==> config.mk <==
export PLATFORM = sky130hd
export DESIGN_NAME = barrel_shift_pipe
export DESIGN_NICKNAME = d
export VERILOG_FILES = /design/src/rtl/shift_pkg.sv /design/src/rtl/shift_stage.sv /design/src/rtl/barrel_shift_pipe.sv
export SDC_FILE = /design/constraint.sdc
export NUM_CORES = 1
export LEC_CHECK = 0
export CORE_ASPECT_RATIO = 1.25
export CORE_MARGIN = 4
export CORE_UTILIZATION = 36
export CTS_BUF_LIST = sky130_fd_sc_hd__clkbuf_8
export CTS_CLUSTER_SIZE = 28
export DETAILED_ROUTE_END_ITERATION = 12
export DONT_BUFFER_PORTS = 1
export SYNTH_ARGS = -nofsm -noshare
export SYNTH_HDL_FRONTEND = slang
export SYNTH_SLANG_ARGS = --single-unit
==> constraint.sdc <==
create_clock -name clk -period 1.95 [get_ports clk]
set_clock_uncertainty 0.1 [all_clocks]
set_input_delay 0.39 -clock clk [delete_from_list [all_inputs] [get_ports clk]]
set_output_delay 0.39 -clock clk [all_outputs]
set_load 0.01 [all_outputs]
==> src/rtl/shift_pkg.sv <==
// Shared definitions for the pipelined barrel shifter: op codes and the
// control bundle that travels alongside the data through every stage.
package shift_pkg;

  localparam logic [2:0] OP_ROR = 3'b000;
  localparam logic [2:0] OP_ROL = 3'b001;
  localparam logic [2:0] OP_SRL = 3'b010;
  localparam logic [2:0] OP_SLL = 3'b011;
  localparam logic [2:0] OP_SRA = 3'b100;

  typedef struct packed {
    logic       valid;
    logic [2:0] op;
    logic       fill;
  } stage_bundle_t;

  function automatic logic op_reserved(input logic [2:0] code);
    return code > OP_SRA;
  endfunction

endpackage

==> src/rtl/shift_stage.sv <==
// One registered barrel-shifter stage: shifts by DIST when the matching
// shamt bit is set, then clears that bit in the shamt it passes on.
module shift_stage
  import shift_pkg::*;
#(
  parameter int WIDTH = 16,
  parameter int DIST  = 1,
  localparam int SW   = $clog2(WIDTH)
) (
  input  logic            clk,
  input  logic            rst_n,
  input  logic            advance,
  input  stage_bundle_t   in_ctrl,
  input  logic [WIDTH-1:0] in_data,
  input  logic [SW-1:0]   in_shamt,
  output stage_bundle_t   out_ctrl,
  output logic [WIDTH-1:0] out_data,
  output logic [SW-1:0]   out_shamt
);

  localparam int BIT = $clog2(DIST);
  localparam logic [SW-1:0] KEEP = ~(SW'(1) << BIT);

  logic [WIDTH-1:0] fill_mask;
  logic [WIDTH-1:0] shifted;

  assign fill_mask = {WIDTH{in_ctrl.fill}} << (WIDTH - DIST);

  always_comb begin
    shifted = in_data;
    if (in_shamt[BIT]) begin
      case (in_ctrl.op)
        OP_ROR:  shifted = (in_data >> DIST) | (in_data << (WIDTH - DIST));
        OP_ROL:  shifted = (in_data << DIST) | (in_data >> (WIDTH - DIST));
        OP_SRL:  shifted = in_data >> DIST;
        OP_SLL:  shifted = in_data << DIST;
        OP_SRA:  shifted = (in_data >> DIST) | fill_mask;
        default: shifted = in_data;
      endcase
    end
  end

  always_ff @(posedge clk) begin
    if (!rst_n) begin
      out_ctrl  <= '0;
      out_data  <= '0;
      out_shamt <= '0;
    end else if (advance) begin
      out_ctrl  <= in_ctrl;
      out_data  <= shifted;
      out_shamt <= in_shamt & KEEP;
    end
  end

endmodule

==> src/rtl/barrel_shift_pipe.sv <==
// Pipelined barrel shifter: SW registered stages, largest distance first,
// with a single global stall driven by the output handshake.
module barrel_shift_pipe
  import shift_pkg::*;
#(
  parameter int WIDTH = 16,
  parameter int SW    = $clog2(WIDTH)
) (
  input  logic             clk,
  input  logic             rst_n,
  input  logic             in_valid,
  output logic             in_ready,
  input  logic [WIDTH-1:0] din,
  input  logic [SW-1:0]    shamt,
  input  logic [2:0]       op,
  output logic             out_valid,
  input  logic             out_ready,
  output logic [WIDTH-1:0] dout,
  output logic             out_zero,
  output logic             out_err
);

  logic             advance;
  stage_bundle_t    ctrl [SW+1];
  logic [WIDTH-1:0] data [SW+1];
  logic [SW-1:0]    amt  [SW+1];
  logic             unused_tail;

  assign advance  = !out_valid || out_ready;
  assign in_ready = advance;

  assign ctrl[0] = stage_bundle_t'{valid: in_valid, op: op, fill: din[WIDTH-1]};
  assign data[0] = din;
  assign amt[0]  = shamt;

  for (genvar i = 0; i < SW; i++) begin : g_stage
    shift_stage #(
      .WIDTH (WIDTH),
      .DIST  (1 << (SW - 1 - i))
    ) u_stage (
      .clk       (clk),
      .rst_n     (rst_n),
      .advance   (advance),
      .in_ctrl   (ctrl[i]),
      .in_data   (data[i]),
      .in_shamt  (amt[i]),
      .out_ctrl  (ctrl[i+1]),
      .out_data  (data[i+1]),
      .out_shamt (amt[i+1])
    );
  end

  assign out_valid = ctrl[SW].valid;
  assign dout      = data[SW];
  // Bubbles may carry a stale op, so err and zero are qualified by valid.
  assign out_err   = out_valid && op_reserved(ctrl[SW].op);
  assign out_zero  = out_valid && (dout == '0);

  // The final stage's fill bit and spent shamt have no consumer.
  assign unused_tail = ^{ctrl[SW].fill, amt[SW]};

endmodule
==> results.toml, run 1 <==
[outcome]
outcome = "finished with violations"
violations_in_the_final_reports = "setup timing"

[clocking]
post-cts-setup-buffers = 0
clockRootBuffer = "clkbuf_8"
numClockSinks = 89
clk_pin_slew_worst_paths_ns = 0.08
htreeDepth = 3
clkLatencyLatePin_ns = 0.36
clock_tree.buffer_depth = 2
cts_made_buffers = 9
post_cts_hold_buffer_count = 0
cts_tree = "done"

[worst_setup_path]
cp-start-kind = "flip-flop"
worst_path_largest_cell_delay_ns = 0.34
cp_data_arrival_time_ns = 1.54
worst_path_max_delay_cell = "dfxtp_2"
timing.critical_path.cells = "nor4_4 -> nand4_1 -> nor4b_2 -> buf_4"
critical_path_class = "reg2out"
path_max_fanout = 2
timing.critical_path.to_type = "primary output"
critical_path_required_ns = 1.46

[route]
vias_per_cell = 5.97
route.antenna.remaining_nets = 0
route.final.wire_length_mm = 12.5
detail_route.drc_violations = 0
initialDrtViolationCount = 336
vias = 4320
drt_first_pass_iters = 5
post_drt_wl_per_cell_microns = 17.2

[synthesis]
synth_area_sq_mm = 0.00480
avgSynthCellArea_sq_um = 8.04
synth-seq-cells = 89
ys_warn_count = 0
synth.net_count = 624
main_flop_type_after_synthesis = "dfxtp_1"
syn-instance-count = 597
postSynth.asyncResetShare = 0
seq_area_frac_synth = 0.371
post_synth_num_cell_types = 47
number_of_enable_flip_flop_cells_after_synthesis = 0

[layout]
regArea_sq_mm = 0.00178
num_antenna_cells = 0
post_route_cells_drive_above_1_share = 0.0953
multi_input_comb_area_sq_mm = 0.00256
fillerInstances = 1375
synthToLayoutAreaGrowth_pct = 3.86
final-instance-count-excl-fill = 724
finish.net_count = 579

[global_route]
track_usage = 0.166
vias_in_the_first_global_route = 4142
grt_max_degree = 128
wire_length_of_the_first_global_routing_pass_mm = 21.1
overflow = 0
antenna_found_initial = 0

[sta]
final-max-slew-violation-count = 0
timing.hold.ws_ns = 0.0688
fin_ws_ns = -0.0838
setup_repair_after_global_routing_missed_its_margin = "true"
slew_headroom = 0.541
period_share = 1.04
report.final.hold_viol_count = 0
worst_pin_slew_ns = 0.689
max_clock_freq_mhz = 492
post-route-min-period_ns = 2.03
final_setup_vio_count = 1

[placement]
io_buffers = 0
placed_cells_incl_taps = 709
placement.setup.worst_slack_ns = 0.143
gp_congestion = 0.894
dp.final_hpwl_mm = 8.14

[floorplanning]
fp-row-count = 46
ioPinCount = 47
die_width_microns = 111
die_height_microns = 137
placeableCoreArea_sq_mm = 0.0129
floorplan.die_area_sq_mm = 0.0153
initial_core_util = 0.372

[pwr]
irDropWorstVdd_uv = 409
power.static_leakage_nw = 1.72
power_density_mw_per_mm2 = 739

[flow_run]
maxCapViolations = 0

[hold_path]
hold_class = "in2reg"
==> logic make-up after synthesis <==
kind of cell | after synthesis | share of synthesized area
AND/OR/NAND/NOR | 264 | 0.274
AO/OA/AOI/OAI | 147 | 0.243
buffers and inverters | 93 | 0.103
flip-flops | 89 | 0.371
multiplexers | 4 | 0.00834
==> path summary, 6_finish.rpt <==
check	slack, ns	endpoint	depth (start not counted)	from
worst max-delay path	-0.08	out_zero	4	g_stage[3].u_stage.out_data[8]
worst min-delay path	0.07	g_stage[0].u_stage.out_ctrl[0]	2	din[15]
worst max register to register	0.30	g_stage[1].u_stage.out_data[15]	4	g_stage[0].u_stage.out_ctrl[1]
worst min register to register	0.36	g_stage[1].u_stage.out_shamt[1]	2	g_stage[0].u_stage.out_shamt[1]
==> critical path: cells and delay by family, from the launching register on <==
family,cells,cell delay [ns]
simple gates,3,0.69
flops,1,0.34
buf+inv,1,0.16
==> metal layers <==
| layer | up-vias | part of all wire | global-route usage | wire, microns |
|---|---|---|---|---|
| li1 | 2131 | - | - | - |
| met1 | 2006 | 0.45 | 0.213 | 5550 |
| met2 | 159 | 0.48 | 0.274 | 5950 |
| met3 | 24 | 0.055 | 0.0287 | 684 |
| met4 | 0 | 0.021 | 0.0751 | 265 |
| met5 | - | 0 | 0 | 0 |
==> cell usage in the layout, fill, tap and decap left out, types with 4 or more instances in the layout <==
cell type	n
a221oi_1	9
inv_1	15
a21oi_1	12
a22oi_1	6
a21boi_0	19
clkbuf_8	11
nand4_1	37
dfxtp_1	87
nand2_1	79
or3b_1	4
o21ai_0	17
o311ai_1	12
o221ai_1	5
mux2i_1	4
o22ai_2	4
a22o_1	6
nor3b_1	4
o32ai_1	12
a21boi_1	5
a32o_1	15
buf_4	20
and2_1	6
nand3_1	107
nor2_1	14
o22ai_1	4
o221ai_2	5
o21ai_1	7
==> flip-flops by register name (all words and copies together) (netlist names) <==
register	count
g_stage.u_stage.out_data	64
g_stage.u_stage.out_shamt	6
g_stage.u_stage.out_ctrl	19
==> per-stage QoR <==
step / power (mW) / TNS [ns] / instance area, sq um / util
floorplan: 2.39 / 0 / 4800 / -
global placement: 2.44 / 0 / 4750 / 0.368
detailed placement: 2.45 / 0 / 4750 / 0.368
CTS: 3.72 / -0.103 / 4980 / 0.386
global route: 3.86 / -0.234 / 4990 / 0.387
finish: 3.68 / -0.0838 / 4990 / 0.387
==> area by class of cell <==
| cell class | count | area share |
|---|---|---|
| multi-input cells | 415 | 0.513 |
| flip-flops and latches | 89 | 0.358 |
| well taps | 168 | 0.0422 |
| repair buffers | 22 | 0.0364 |
| clock buffers | 11 | 0.0304 |
| inverters | 15 | 0.0113 |
| clock inverters | 4 | 0.00903 |
==> report_power, final <==
part / internal, mW / switching [mW]
clock network: 0.647 / 0.622
registers: 1.91 / 0.108
logic: 0.179 / 0.217
total: 2.74 / 0.946
==> cell usage after synthesis, drive strengths merged (3+ instances only) <==
cell type	number	area, sq um
nand4	37	231
nor2	14	52.6
a22o	6	52.6
a32o	15	150
o311ai	12	105
a21boi	24	180
a21oi	13	68.8
o32ai	12	105
nand3	107	536
or3b	4	35.0
a221oi	9	78.8
nor4	3	18.8
o22ai	8	75.1
o21ai	24	120
o221ai	10	119
nand2	79	297
inv	14	52.6
and2	6	37.5
a22oi	6	45.0
mux2i	4	40.0
dfxtp	89	1780
buf	60	372
nor3b	4	30.0
clkbuf	18	67.6
==> repair_timing <==
item	CTS	global route
pin swaps	3	1
endpoints found under the setup margin	1	2
gates resized for setup	7	1
hold endpoints to repair	0	0
Note: power is estimated with default switching activity, not from simulation.
==> run 2, diff against run 1 <==
Settings changed: GPL_TIMING_DRIVEN set to 0.
==> run 2 against run 1 <==
Effect of this change:
- the run still ends with setup timing left
- final area grew 7.5%
- critical endpoint unchanged
- largest cell class unchanged
- hold slack lost 0.0086 ns
- combinational power grew 27%
==> results.toml, run 2 (synthesis results as in run 1) <==
[outcome]
outcome = "finished with violations"
violations_in_the_final_reports = "setup timing"

[worst_setup_path]
timing.critical_path.to_type = "primary output"
worst_path_max_delay_cell = "dfxtp_2"
cp_data_arrival_time_ns = 1.51
crit-reg2reg-launch = "g_stage[1].u_stage.out_ctrl[2]"
r2r_cell_count = 5
critical_path_required_ns = 1.46
cp-start-kind = "flip-flop"
crit_family = "simple AND/OR/NAND/NOR gates"
critical_path.startpoint = "g_stage[3].u_stage.out_data[12]"
path_max_fanout = 2
regToRegSetupSlack_ns = 0.20
cp_num_cells = 3
path_buf_inv = 0
worst_path_largest_cell_delay_ns = 0.34
critical_path_class = "reg2out"
timing.critical_path.cells = "nor4_4 -> nand4_1 -> nor4b_4"
critical_path.reg2reg.endpoint = "g_stage[2].u_stage.out_data[4]"

[sta]
timing.hold.ws_ns = 0.0602
fin_ws_ns = -0.0453
period_share = 1.02
final-max-slew-violation-count = 0
setup_repair_after_global_routing_missed_its_margin = "true"
post-route-min-period_ns = 2.00
max_clock_freq_mhz = 501
final_setup_vio_count = 1
setup_tns_ns = -0.0453
worst_pin_slew_ns = 0.648
report.final.hold_viol_count = 0
slew_headroom = 0.567

[layout]
post_route_cells_drive_above_1_share = 0.158
layout.cells.most_common = "nand3_1"
final_core_util = 0.416
num_antenna_cells = 0
finish.net_count = 637
leading_cell_types_in_the_layout_fill_and_taps_excluded = "107 x nand3_1, 84 x dfxtp_1, 79 x nand2_1"
largest_register_ffs = 64
synthToLayoutAreaGrowth_pct = 11.6
registers.top_by_ff_count = "g_stage.u_stage.out_data"
top_regs = "g_stage.u_stage.out_data: 64 flops, g_stage.u_stage.out_ctrl: 19 flops, g_stage.u_stage.out_shamt: 6 flops"

[floorplanning]
placeableCoreArea_sq_mm = 0.0129
die_width_microns = 111
initial_core_util = 0.372
fp-row-count = 46
die_height_microns = 137
floorplan.die_area_sq_mm = 0.0153
ioPinCount = 47

[placement]
gp_congestion = 0.980
dp.final_hpwl_mm = 12.2
io_buffers = 0
placement.setup.worst_slack_ns = -0.0174

[route]
vias_per_cell = 5.91
detail_route.drc_violations = 0
route.antenna.remaining_nets = 0
drt_first_pass_iters = 5
post_drt_wl_per_cell_microns = 20.4
route.final.wire_length_mm = 16.0
vias = 4627
initialDrtViolationCount = 311

[pwr]
irDropWorstVdd_uv = 285
power.static_leakage_nw = 1.95
power_density_mw_per_mm2 = 766

[flow_run]
maxCapViolations = 0

[clocking]
cts_tree = "done"
htreeDepth = 3
numClockSinks = 89
clk_pin_slew_worst_paths_ns = 0.09
clkLatencyLatePin_ns = 0.36
clockRootBuffer = "clkbuf_8"
cts_made_buffers = 9
clock_tree.buffer_depth = 2

[global_route]
overflow = 0
wire_length_of_the_first_global_routing_pass_mm = 25.6
vias_in_the_first_global_route = 4626
track_usage = 0.214
antenna_found_initial = 0
grt_max_degree = 16

[hold_path]
hold_depth = 2
holdPathEnd = "g_stage[0].u_stage.out_ctrl[0]"
hold_class = "in2reg"
hold_path_startpoint = "din[15]"
==> run 2: cell count changes in the layout (fill, tap and decap cells not counted), sizes merged <==
cell / before / now
buf: 22 / 62
bufinv: 1 / 3
clkbuf: 11 / 28
clkinvlp: 1 / 2
inv: 16 / 15
==> run 2: layout make-up <==
| class | count | area, sq um |
|---|---|---|
| fillers | 1387 | 7530 |
| multi-input cells | 415 | 2570 |
| flip-flops and latches | 89 | 1790 |
| plain buffers | 78 | 462 |
| well taps | 168 | 210 |
| clock buffers | 10 | 138 |
| clock inverters | 6 | 114 |
| inverters | 15 | 56.3 |
| repair buffers | 2 | 15.0 |
==> run 2: how the worst max path moves through the flow <==
stage,endpoint,slack [ns]
floorplan,out_zero,0.31
global placement,out_zero,0.03
detailed placement,out_zero,-0.02
CTS,out_zero,-0.11
global route,out_zero,-0.11
finish,out_zero,-0.05
==> run 2: layer usage <==
metal  up-vias  global-route usage  wire length [microns]
li1       2246                   -                      -
met1      2164               0.256                   6700
met2       178               0.379                   7850
met3        39              0.0349                    801
met4         0              0.0940                    618
met5         -                   0                      0
==> run 2: timing repair <==
action	CTS	global route
hold endpoints to repair	0	0
gates resized for setup	14	5
endpoints found under the setup margin	2	2
hold buffers	0	0
pin swaps	4	1
setup buffers	2	0
cloned	0	0
==> run 2: report_power, final <==
group | switching, mW | internal [mW] | total [mW]
Sequential | 0.121 | 1.91 | 2.03
Combinational | 0.295 | 0.208 | 0.502
Clock | 0.680 | 0.890 | 1.57
Total | 1.10 | 3.01 | 4.11
==> run 2: through the flow <==
stage / std cells / power (mW) / instance area, sq um
after global placement: 765 / 2.55 / 5010
after CTS: 783 / 4.12 / 5340
after detailed placement: 765 / 2.55 / 5010
final: 783 / 4.11 / 5360
after global routing: 783 / 4.26 / 5360
after floorplan: 597 / 2.39 / 4800
==> patch: new RTL, config.mk and constraints of run 1 <==
`WIDTH` is set to 16 in 2 places; all go to 64.
--- a/src/rtl/shift_stage.sv
+++ b/src/rtl/shift_stage.sv
@@ -5,3 +5,3 @@
 #(
-  parameter int WIDTH = 16,
+  parameter int WIDTH = 64,
   parameter int DIST  = 1,
--- a/src/rtl/barrel_shift_pipe.sv
+++ b/src/rtl/barrel_shift_pipe.sv
@@ -5,3 +5,3 @@
 #(
-  parameter int WIDTH = 16,
+  parameter int WIDTH = 64,
   parameter int SW    = $clog2(WIDTH)
Ports: changed (resized din, dout and shamt); port bits go from 47 to 145. The function was not compared with the original's and may differ.
==> patch against run 1 <==
- the flow finishes with violations (negative hold slack, negative setup slack)
- worst setup slack worse by 0.44 ns
- non-clock buffer count grew 274
- wire length grew to 6.2 times the old value
- first-iteration DRC count grew to 7.3 times the old value
- register-to-register slack got worse by 0.60 ns
- total power rose to 5.4 times the old value
- sequential cell count increased by 339
- synthesized area rose to 4.3 times the old value
- die area rose to 4.0 times the old value
- design area grew to 5.0 times the old value
- sequential share of layout area fell by 1.2 points
- critical path depth increased by 1
- final cell count grew to 4.7 times the old value
- critical endpoint unchanged
==> patch: results (changes against run 1) <==
- Result of the run: complete, but fails checks (unchanged).
- Failing checks: negative hold slack, negative setup slack (was negative setup slack).
- Largest registers in the final layout: g_stage.u_stage.out_data: 384 flops, g_stage.u_stage.out_ctrl: 29 flops, g_stage.u_stage.out_shamt: 15 flops (was g_stage.u_stage.out_data: 64 flops, g_stage.u_stage.out_ctrl: 19 flops, g_stage.u_stage.out_shamt: 6 flops).
- The relative slew slack is 26.3% (was 54.1%).
- The placed cell count is 3088 (was 709).
- The weighted congestion reported at the end of routability-driven placement is 0.860 (was 0.894).
- The first-pass GRT wire length is 113000 um (was 21100 um).
- The post-synthesis mux area share was 0.529% (was 0.834%).
- The end of the worst register-to-register path is g_stage[0].u_stage.out_data[29]$_SDFFE_PN0P_ (was g_stage[1].u_stage.out_data[15]$_SDFFE_PN0P_).
- The via count of the first global-routing pass is 19700 (was 4142).
- The number of DRC violations after detailed-routing iteration 0 was 2440 (was 336).
- The clock tree buffer depth is 3 (was 2).
- The slack of the critical path is -0.520 ns (was -0.0838 ns).
- The post-layout net count is 2656 (was 579).
- Dominant cells by area after synthesis: sky130_fd_sc_hd__dfxtp_1, sky130_fd_sc_hd__o21ai_1, sky130_fd_sc_hd__a221oi_1, sky130_fd_sc_hd__nand3_1, sky130_fd_sc_hd__o21ai_0 (was sky130_fd_sc_hd__dfxtp_1, sky130_fd_sc_hd__nand3_1, sky130_fd_sc_hd__nand2_1, sky130_fd_sc_hd__nand4_1, sky130_fd_sc_hd__buf_2).
- The number of fillers in the final layout is 5578 (was 1375).
- The worst reg2reg path depth came to 8 (was 4).
- The worst hold margin is -0.155 ns (was 0.0688 ns).
- The final-report hold violation count is 6 (was 0).
- The average cell area after synthesis was 8.15 um^2 (was 8.04 um^2).
- The mean routed wirelength per cell is 22.8 um (was 17.2 um).
- The overall fraction of global-route tracks in use is 22.2% (was 16.6%).
- The startpoint of the most critical hold path is rst_n (was din[15]).
- Top cell types by occurrence after synthesis: sky130_fd_sc_hd__o21ai_1, sky130_fd_sc_hd__dfxtp_1, sky130_fd_sc_hd__nand3_1 (was sky130_fd_sc_hd__nand3_1, sky130_fd_sc_hd__dfxtp_1, sky130_fd_sc_hd__nand2_1).
- The internal reg-to-reg setup slack is -0.30 ns (was 0.30 ns).
- The switching power was 5530 uW (was 946 uW).
- The cell depth of the worst hold path is 1 (was 2).
- The end point of the most critical hold path is g_stage[0].u_stage.out_shamt[0]$_SDFFE_PN0P_ (was g_stage[0].u_stage.out_ctrl[0]$_SDFFE_PN0P_).
- The number of endpoints failing setup at the final stage is 14 (was 1).
- The maximum number of pins on one net before global-route repair was 402 (was 128).
- The worst flop-to-flop path startpoint is g_stage[5].u_stage.out_ctrl[4]$_SDFFE_PN0P_ (was g_stage[0].u_stage.out_ctrl[1]$_SDFFE_PN0P_).
- The number of antenna violations at the first check in global routing is 1 (was 0).
- The leakage power total is 0.00884 uW (was 0.00172 uW).
- The clock network power is 8100 uW (was 1270 uW).
- The routed via count was 21000 (was 4320).
-- patch: cell count changes in the layout (fill, tap and decap cells not counted), sizes merged, moves of 35 or more --
cell and delta:
nand4 -35, nand3 +231, dfxtp +339, o21ai +682, nand2 +92, dlygate4sd3 +94, clkbuf +93, buf +159
a221oi +285
-- patch: through the flow --
step / total power, uW / cell area (um^2) / utilization, % / setup WS (ns)
after detailed placement: 11500 / 21200 / 37.1 / -0.145
final: 19900 / 24800 / 43.3 / -0.520
after CTS: 19800 / 23900 / 41.8 / -0.550
after global placement: 11500 / 21200 / 37.1 / -0.126
after floorplan: 11000 / 20800 / - / 0.226
after global routing: 20600 / 24800 / 43.3 / -0.618
-- patch: cell type report --
class                   count  area [um^2]  area share (%)
multi-input cells        1760        10600            42.5
flip-flops and latches    428         8570            34.6
repair buffers            296         3230            13.0
clock buffers              93         1280            5.16
well taps                 750          938            3.78
clock inverters            34          158           0.635
inverters                  16         68.8           0.277
repair inverters            1         6.26          0.0252
diodes                      1         2.50          0.0101
-- patch: what timing repair did --
action | in CTS | in global routing
buffers inserted | 0 | 33
endpoints found under the hold margin | 412 | 381
setup endpoints to repair | 46 | 202
hold buffers | 113 | 19
resized for setup | 18 | 97
cloned | 3 | 23
pin swaps | 4 | 1
-- patch: layer usage --
| metal | GRT usage (%) | vias to the layer above | wire length (um) | share of wire (%) |
|---|---|---|---|---|
| li1 | - | 9754 | - | - |
| met1 | 27.4 | 10100 | 30800 | 40 |
| met2 | 37.1 | 990 | 36500 | 47 |
| met3 | 3.80 | 230 | 5320 | 6.9 |
| met4 | 11.1 | 0 | 4350 | 5.6 |
| met5 | 0 | - | 0 | 0 |
